`src/rtl/aimc_lib.sv`:
```
// Shared definitions for the read-data capture path: training FSM states,
// default geometry and the delay-width helper.
package aimc_lib;

    typedef enum logic [2:0] {
        IDLE,
        SETTLE,
        CHECK,
        UPDATE,
        DONE
    } train_state_t;

    localparam int IDEL_SER     = 8;
    localparam int IDEL_MAX_DEL = 16;

    function automatic int idel_del_w(input int max_del);
        return $clog2(max_del);
    endfunction

endpackage

```
`src/rtl/idel_train_block_if.sv`:
```
// Beat bus between the byte-group RX FIFOs (master) and the capture block (slave).
interface idel_train_block_if #(
    parameter int LINES = 16,
    parameter int SER   = 8
);
    logic                   rx_valid;
    logic [LINES*SER-1:0]   rx_q;
    logic [LINES*SER-1:0]   phy_dout;
    logic                   phy_dout_vld;

    modport master (
        output rx_valid,
        output rx_q,
        input  phy_dout,
        input  phy_dout_vld
    );

    modport slave (
        input  rx_valid,
        input  rx_q,
        output phy_dout,
        output phy_dout_vld
    );
endinterface

```
`src/rtl/idel_line_pipe.sv`:
```
// One DQ line: beat history, two bit-granular delay taps (data path and
// training comparison path) and their output registers.
module idel_line_pipe #(
    parameter int SER     = 8,
    parameter int MAX_DEL = 16,
    parameter int DW      = 4
) (
    input  logic            clk_div,
    input  logic            rst_div,
    input  logic            rx_valid,
    input  logic [SER-1:0]  rx_q,
    input  logic [DW-1:0]   eff_del,
    input  logic [DW-1:0]   cand_del,
    output logic [SER-1:0]  dout,
    output logic [SER-1:0]  cmp_dout
);
    localparam int PIPE = MAX_DEL / SER + 1;
    localparam int HW   = (PIPE - 1) * SER;

    logic [HW-1:0]         hist_q, hist_d;
    logic [SER-1:0]        dout_q, dout_d;
    logic [SER-1:0]        cmp_q, cmp_d;
    logic [PIPE*SER-1:0]   window;

    // Oldest bit sits at window[0]; delay d selects the SER bits starting d before the current beat.
    assign window = {rx_q, hist_q};

    always_comb begin
        hist_d = hist_q;
        dout_d = dout_q;
        cmp_d  = cmp_q;
        if (rx_valid) begin
            hist_d = window[PIPE*SER-1:SER];
            dout_d = SER'(window >> (HW - 32'(eff_del)));
            cmp_d  = SER'(window >> (HW - 32'(cand_del)));
        end
    end

    always_ff @(posedge clk_div) begin
        if (rst_div) begin
            hist_q <= '0;
            dout_q <= '0;
            cmp_q  <= '0;
        end else begin
            hist_q <= hist_d;
            dout_q <= dout_d;
            cmp_q  <= cmp_d;
        end
    end

    assign dout     = dout_q;
    assign cmp_dout = cmp_q;
endmodule

```
`src/rtl/idel_train_block.sv`:
```
// Read-data capture with per-line coarse delay and a hardware read-training
// engine that locks the smallest delay reproducing train_pattern.
module idel_train_block
    import aimc_lib::*;
#(
    parameter int LINES    = 16,
    parameter int SER      = IDEL_SER,
    parameter int MAX_DEL  = IDEL_MAX_DEL,
    parameter int MATCH_N  = 8,
    parameter int SETTLE_N = 4,
    localparam int DW      = idel_del_w(MAX_DEL)
) (
    input  logic                  clk_div,
    input  logic                  rst_div,
    idel_train_block_if.slave     dq,
    input  logic                  param_ovrd,
    input  logic [LINES*DW-1:0]   param_io_in_del,
    input  logic                  train_start,
    input  logic [SER-1:0]        train_pattern,
    output logic                  train_busy,
    output logic                  train_done,
    output logic                  train_fail,
    output logic [LINES-1:0]      line_fail,
    output logic [LINES*DW-1:0]   trained_del
);
    localparam int MW = $clog2(MATCH_N + 1);
    localparam int CW = $clog2(MATCH_N + SETTLE_N + 2);

    train_state_t               state_q, state_d;
    logic [CW-1:0]              beat_cnt_q, beat_cnt_d;
    logic [LINES-1:0][DW-1:0]   cand_del_q, cand_del_d;
    logic [LINES-1:0][DW-1:0]   trained_del_q, trained_del_d;
    logic [LINES-1:0][DW-1:0]   eff_del;
    logic [LINES-1:0][MW-1:0]   match_cnt_q, match_cnt_d;
    logic [LINES-1:0]           lock_q, lock_d;
    logic [LINES-1:0]           line_fail_q, line_fail_d;
    logic [LINES-1:0]           seen_mm_q, seen_mm_d;
    logic                       busy_q, busy_d, done_q, done_d, fail_q, fail_d;
    logic                       vld_q, vld_d;
    logic [LINES-1:0][SER-1:0]  dout_w, cmp_w;

    always_comb begin
        for (int l = 0; l < LINES; l++) begin
            eff_del[l] = param_ovrd ? param_io_in_del[l*DW +: DW] : cand_del_q[l];
        end
    end

    for (genvar l = 0; l < LINES; l++) begin : g_line
        idel_line_pipe #(.SER(SER), .MAX_DEL(MAX_DEL), .DW(DW)) u_pipe (
            .clk_div  (clk_div),
            .rst_div  (rst_div),
            .rx_valid (dq.rx_valid),
            .rx_q     (dq.rx_q[l*SER +: SER]),
            .eff_del  (eff_del[l]),
            .cand_del (cand_del_q[l]),
            .dout     (dout_w[l]),
            .cmp_dout (cmp_w[l])
        );
    end

    always_comb begin
        state_d       = state_q;
        beat_cnt_d    = beat_cnt_q;
        cand_del_d    = cand_del_q;
        trained_del_d = trained_del_q;
        match_cnt_d   = match_cnt_q;
        lock_d        = lock_q;
        line_fail_d   = line_fail_q;
        seen_mm_d     = seen_mm_q;
        busy_d        = busy_q;
        done_d        = done_q;
        fail_d        = fail_q;
        vld_d         = dq.rx_valid;
        unique case (state_q)
            IDLE: begin
                if (train_start) begin
                    cand_del_d  = '0;
                    lock_d      = '0;
                    line_fail_d = '0;
                    done_d      = 1'b0;
                    fail_d      = 1'b0;
                    busy_d      = 1'b1;
                    beat_cnt_d  = '0;
                    state_d     = SETTLE;
                end
            end
            SETTLE: begin
                if (vld_q) begin
                    if (beat_cnt_q == CW'(SETTLE_N - 1)) begin
                        beat_cnt_d  = '0;
                        match_cnt_d = '0;
                        seen_mm_d   = '0;
                        state_d     = CHECK;
                    end else begin
                        beat_cnt_d = beat_cnt_q + 1'b1;
                    end
                end
            end
            CHECK: begin
                // A window ends early once every still-open line has either locked or shown a mismatch.
                if (vld_q) begin
                    for (int l = 0; l < LINES; l++) begin
                        if (!lock_q[l] && !line_fail_q[l]) begin
                            if (cmp_w[l] == train_pattern) begin
                                match_cnt_d[l] = match_cnt_q[l] + 1'b1;
                                if (match_cnt_q[l] == MW'(MATCH_N - 1)) lock_d[l] = 1'b1;
                            end else begin
                                match_cnt_d[l] = '0;
                                seen_mm_d[l]   = 1'b1;
                            end
                        end
                    end
                    beat_cnt_d = beat_cnt_q + 1'b1;
                    if ((&(lock_d | line_fail_q | seen_mm_d)) || (beat_cnt_q == CW'(MATCH_N)))
                        state_d = UPDATE;
                end
            end
            UPDATE: begin
                for (int l = 0; l < LINES; l++) begin
                    if (!lock_q[l] && !line_fail_q[l]) begin
                        if (cand_del_q[l] == DW'(MAX_DEL - 1)) line_fail_d[l] = 1'b1;
                        else cand_del_d[l] = cand_del_q[l] + 1'b1;
                    end
                end
                beat_cnt_d = '0;
                state_d    = (&(lock_q | line_fail_d)) ? DONE : SETTLE;
            end
            DONE: begin
                trained_del_d = cand_del_q;
                done_d        = 1'b1;
                fail_d        = |line_fail_q;
                busy_d        = 1'b0;
                state_d       = IDLE;
            end
            default: state_d = IDLE;
        endcase
    end

    always_ff @(posedge clk_div) begin
        if (rst_div) begin
            state_q       <= IDLE;
            beat_cnt_q    <= '0;
            cand_del_q    <= '0;
            trained_del_q <= '0;
            match_cnt_q   <= '0;
            lock_q        <= '0;
            line_fail_q   <= '0;
            seen_mm_q     <= '0;
            busy_q        <= 1'b0;
            done_q        <= 1'b0;
            fail_q        <= 1'b0;
            vld_q         <= 1'b0;
        end else begin
            state_q       <= state_d;
            beat_cnt_q    <= beat_cnt_d;
            cand_del_q    <= cand_del_d;
            trained_del_q <= trained_del_d;
            match_cnt_q   <= match_cnt_d;
            lock_q        <= lock_d;
            line_fail_q   <= line_fail_d;
            seen_mm_q     <= seen_mm_d;
            busy_q        <= busy_d;
            done_q        <= done_d;
            fail_q        <= fail_d;
            vld_q         <= vld_d;
        end
    end

    assign dq.phy_dout     = dout_w;
    assign dq.phy_dout_vld = vld_q;
    assign train_busy      = busy_q;
    assign train_done      = done_q;
    assign train_fail      = fail_q;
    assign line_fail       = line_fail_q;
    assign trained_del     = trained_del_q;
endmodule

```
`src/flat_wrapper.sv`:
```
// flat-port wrapper written by rule: the top's interface ports become plain ports
module idel_train_block_flat import aimc_lib::*;
#(
    parameter int LINES    = 16,
    parameter int SER      = IDEL_SER,
    parameter int MAX_DEL  = IDEL_MAX_DEL,
    parameter int MATCH_N  = 8,
    parameter int SETTLE_N = 4,
    localparam int DW      = idel_del_w(MAX_DEL)
)
  (clk_div, rst_div, param_ovrd, param_io_in_del, train_start, train_pattern, train_busy, train_done, train_fail, line_fail, trained_del, dq_rx_valid, dq_rx_q, dq_phy_dout, dq_phy_dout_vld);
  idel_train_block_if #(.LINES(LINES), .SER(SER)) dq_i ();
  input  logic clk_div;
  input  logic rst_div;
  input  logic param_ovrd;
  input  logic [LINES*DW-1:0] param_io_in_del;
  input  logic train_start;
  input  logic [SER-1:0] train_pattern;
  output logic train_busy;
  output logic train_done;
  output logic train_fail;
  output logic [LINES-1:0] line_fail;
  output logic [LINES*DW-1:0] trained_del;
  input wire logic [$bits(dq_i.rx_valid)-1:0] dq_rx_valid;
  input wire logic [$bits(dq_i.rx_q)-1:0] dq_rx_q;
  output wire logic [$bits(dq_i.phy_dout)-1:0] dq_phy_dout;
  output wire logic [$bits(dq_i.phy_dout_vld)-1:0] dq_phy_dout_vld;
  assign dq_i.rx_valid = dq_rx_valid;
  assign dq_i.rx_q = dq_rx_q;
  assign dq_phy_dout = dq_i.phy_dout;
  assign dq_phy_dout_vld = dq_i.phy_dout_vld;
  idel_train_block #(.LINES(LINES), .SER(SER), .MAX_DEL(MAX_DEL), .MATCH_N(MATCH_N), .SETTLE_N(SETTLE_N)) u_core (.clk_div(clk_div), .rst_div(rst_div), .dq(dq_i), .param_ovrd(param_ovrd), .param_io_in_del(param_io_in_del), .train_start(train_start), .train_pattern(train_pattern), .train_busy(train_busy), .train_done(train_done), .train_fail(train_fail), .line_fail(line_fail), .trained_del(trained_del));
endmodule
```
`config.mk`:
```
export PLATFORM = sky130hd
export DESIGN_NAME = idel_train_block_flat
export DESIGN_NICKNAME = d
export VERILOG_FILES = /design/src/rtl/aimc_lib.sv /design/src/rtl/idel_train_block_if.sv /design/src/rtl/idel_line_pipe.sv /design/src/rtl/idel_train_block.sv /design/src/flat_wrapper.sv
export SDC_FILE = /design/constraint.sdc
export NUM_CORES = 2
export LEC_CHECK = 0
export BUFFER_PORTS_ARGS = -buffer_cell sky130_fd_sc_hd__buf_2
export CAP_MARGIN = 25
export CORE_MARGIN = 2
export CORE_UTILIZATION = 45
export DETAILED_ROUTE_END_ITERATION = 12
export GPL_TIMING_DRIVEN = 1
export PLACE_DENSITY = 0.65
export REMOVE_ABC_BUFFERS = 1
export SYNTH_ARGS = -nofsm -noshare
export SYNTH_HDL_FRONTEND = slang
export SYNTH_SLANG_ARGS = --single-unit
```
`constraint.sdc`:
```
create_clock -name clk_div -period 5.8 [get_ports clk_div]
set_input_delay 0.87 -clock clk_div [delete_from_list [all_inputs] [get_ports clk_div]]
set_output_delay 0.87 -clock clk_div [all_outputs]
set_load 0.02 [all_outputs]
```
==> reports/results.ini <==
[run_status]
status = complete, no violations

[logic_synthesis]
yosys_warnings = 0
synth_area_per_cell_um2 = 9.48
synth_compound_area_share_pct = 12.4
netlist_instances = 6138
syn_area_um2 = 58200
synth_xor_area_share_pct = 3.95
synth_seq_area_share_pct = 26.3
synth_top_family_by_area = multiplexers
synth_edf_count = 0
yosys.area_share.simple_pct = 14.8
synth_seq_cells = 763
ys.flop_type = dfxtp_1
synth_cell_type_count = 83
synthMuxAreaShare_pct = 37.0
ys_async_sr_fraction_pct = 0
synthAdderAreaFrac_pct = 1.42

[timing]
hold_slack_ns = 0.449
tns_ns = 0
hold_viol_final = 0
worst_pin_slew_ns = 1.07
drv_slew = 0
fin_skew_ns = 0.0226
setup_viol = 0
relSlewSlack_pct = 28.0
finalCritPeriodShare_pct = 72.8
rsz0062_at_grt = false
period_minus_slack_ns = 4.22
clock.fmax_mhz = 237

[final_layout]
fillCellCount = 11800
final_nets = 6555
drive_gt1_share_pct = 21.8
area_growth_pct = 11.4
post-route-util_pct = 50.7
mostFrequentLayoutCells = mux2i_1, dfxtp_1, nor2_1, nand2_1, mux4_2
instances_no_fill = 8029
final_common_cell = mux2i_1

[clocking]
clk_path_buf_depth = 3
cts.sinks = 763
cts_inserted_buffers = 94
htreeDepth = 3
cts_setup_buffers = 0
cts-resized-gates = 0
cts_hold_buf = 0
root_buffer = clkbuf_16
cts_tree = done
clk_pin_slew_worst_paths_ns = 0.06
clock_latency_ns = 0.73

[routing]
routedWlPerCell_um = 22.7
via_per_inst = 6.33
vias = 50800
ant_nets = 0
finalWirelength_um = 183000
drc = 0
drt_pass1_iterations = 6
first_iter_violations = 4933

[placed_design]
gp_congestion = 0.925
place_inst = 7835
dp_hpwl_um = 125000
portBuffers = 416

[critical_path]
critPathSlowestCell = dfxtp_1
critPathTopFamily = multiplexers
crit_type = reg2reg
cpPeakStageDelay_ns = 0.89
crit_path_start_kind = flip-flop
critPathCaptureType = flip-flop
crit_fanout = 27
path_buf_inv = 2
path_cells = mux2_2, inv_1, ha_1, buf_4, mux4_2, and3_1, a211o_1, o211ai_1, a311oi_1
worstPathRequired_ns = 6.35
arrival_ns = 4.77

[power_and_ir_drop]
total_power_mw = 15.2
cellPowerDensity_nw_per_um2 = 235
ir_drop_mv = 0.227
p_leak_nw = 24.9

[global_routing]
grt_max_degree = 208
grt_pass1_vias = 47800
antenna_found_initial = 11
grt-ovfl-total = 0
grtUsageTotal_pct = 26.7
grt_pass1_wl_um = 282000

[floorplanning]
die_y_um = 364
num_rows = 131
die_w_um = 364
initial_core_util_pct = 45.5
core_um2 = 128000
top_level_ports = 417
die_area_um2 = 132000

[flow_run]
drv_cap = 0

[min_path]
holdCritPathClass = reg2reg

-- cell families after synthesis --
group                    after synthesis
AO/OA/AOI/OAI                       1039
multiplexers                        1545
buffers and inverters                569
flip-flops                           763
XOR/XNOR                             251
adder cells (fa/ha/maj)               66
AND/OR/NAND/NOR                     1905
-- through the flow --
step	setup slack (ns)	area [µm²]
after floorplan	0.603	56100
final	1.58	64800
after global placement	1.08	61100
after detailed placement	0.975	61200
after CTS	1.60	64500
after global routing	1.24	64800
-- synthesized netlist by cell type, drive strengths merged (8+ instances only) --
master | instances | share of area (%)
o22ai | 10 | 0.11
a31oi | 58 | 0.62
and3b | 9 | 0.14
o211ai | 59 | 0.76
nor3 | 163 | 1.4
xnor2 | 178 | 2.8
xor2 | 73 | 1.1
buf | 182 | 1.7
a311o | 9 | 0.15
o21bai | 9 | 0.12
mux2i | 949 | 16
nor4 | 19 | 0.20
o21ai | 147 | 1.3
nand3b | 21 | 0.27
and2 | 38 | 0.41
o221a | 19 | 0.37
ha | 66 | 1.4
nor3b | 36 | 0.46
a311oi | 115 | 1.7
clkbuf | 302 | 1.9
nand3 | 119 | 1.0
a211oi | 105 | 1.4
a2111oi | 8 | 0.12
o31ai | 22 | 0.34
nand4 | 53 | 0.57
nor2 | 759 | 4.9
or2 | 13 | 0.14
inv | 79 | 0.51
a21oi | 243 | 2.1
a22oi | 44 | 0.57
or4 | 16 | 0.26
o211a | 8 | 0.14
nand2 | 537 | 3.6
a32oi | 41 | 0.62
and3 | 38 | 0.41
o221ai | 13 | 0.20
dfxtp | 763 | 26
a221oi | 14 | 0.21
o21a | 29 | 0.37
mux2 | 135 | 2.7
nor2b | 50 | 0.54
a211o | 40 | 0.60
mux4 | 461 | 18
-- tightest hold or removal path, stage by stage (launching register included) --
cell	delay, ns
dfxtp_1	0.30
nand2_1	0.05
a21oi_1	0.05
-- sequential cells by signal, indices dropped and copies added (netlist names) --
| name | cells |
|---|---|
| u_core.state_q | 3 |
| u_core.seen_mm_q | 16 |
| u_core.lock_q | 16 |
| u_core.g_line.u_pipe.hist_q | 256 |
| u_core.beat_cnt_q | 4 |
| u_core.cand_del_q | 64 |
| u_core.dq.phy_dout_vld | 1 |
| u_core.g_line.u_pipe.dout | 128 |
| u_core.match_cnt_q | 64 |
| u_core.train_fail | 1 |
| u_core.line_fail | 16 |
| u_core.train_done | 1 |
| u_core.g_line.u_pipe.cmp_dout | 128 |
| u_core.train_busy | 1 |
| u_core.trained_del | 64 |
-- worst paths after layout --
kind / slack [ns] / endpoint / depth (start not counted) / start
max: 1.58 / u_core.g_line[7].u_pipe.dout[1] / 9 / u_core.cand_del_q[28]
min reg2reg: 0.45 / u_core.trained_del[21] / 2 / u_core.trained_del[21]
min: 0.45 / u_core.trained_del[21] / 2 / u_core.trained_del[21]
max reg2reg: 1.58 / u_core.g_line[7].u_pipe.dout[1] / 9 / u_core.cand_del_q[28]
-- per-layer routing --
layer | global-route usage, % | vias to the layer above | routed length (µm) | part of all wire [%]
met5 | 0 | - | 81 | 0.044
met4 | 8.20 | 12 | 5590 | 3.1
met3 | 4.91 | 345 | 13800 | 7.6
met2 | 41.9 | 1996 | 82800 | 45
met1 | 37.3 | 25000 | 80300 | 44
li1 | - | 23500 | - | -
-- power breakdown --
group          internal, mW  switching (mW)
clock                  3.77            2.57
sequential             5.48           0.296
combinational          1.36            1.77
total                  10.6            4.64
-- area by class of cell --
type / instances / area [µm²] / area share (%)
sequential: 763 / 15300 / 23.6
antenna: 4 / 10.0 / 0.0154
clock buffer: 126 / 2690 / 4.16
multi-input combinational: 4806 / 40500 / 62.5
inverter: 85 / 319 / 0.492
clock inverter: 49 / 616 / 0.950
timing repair buffer: 534 / 3300 / 5.09
tap: 1662 / 2080 / 3.21
Power figures use the tool's default switching activity.
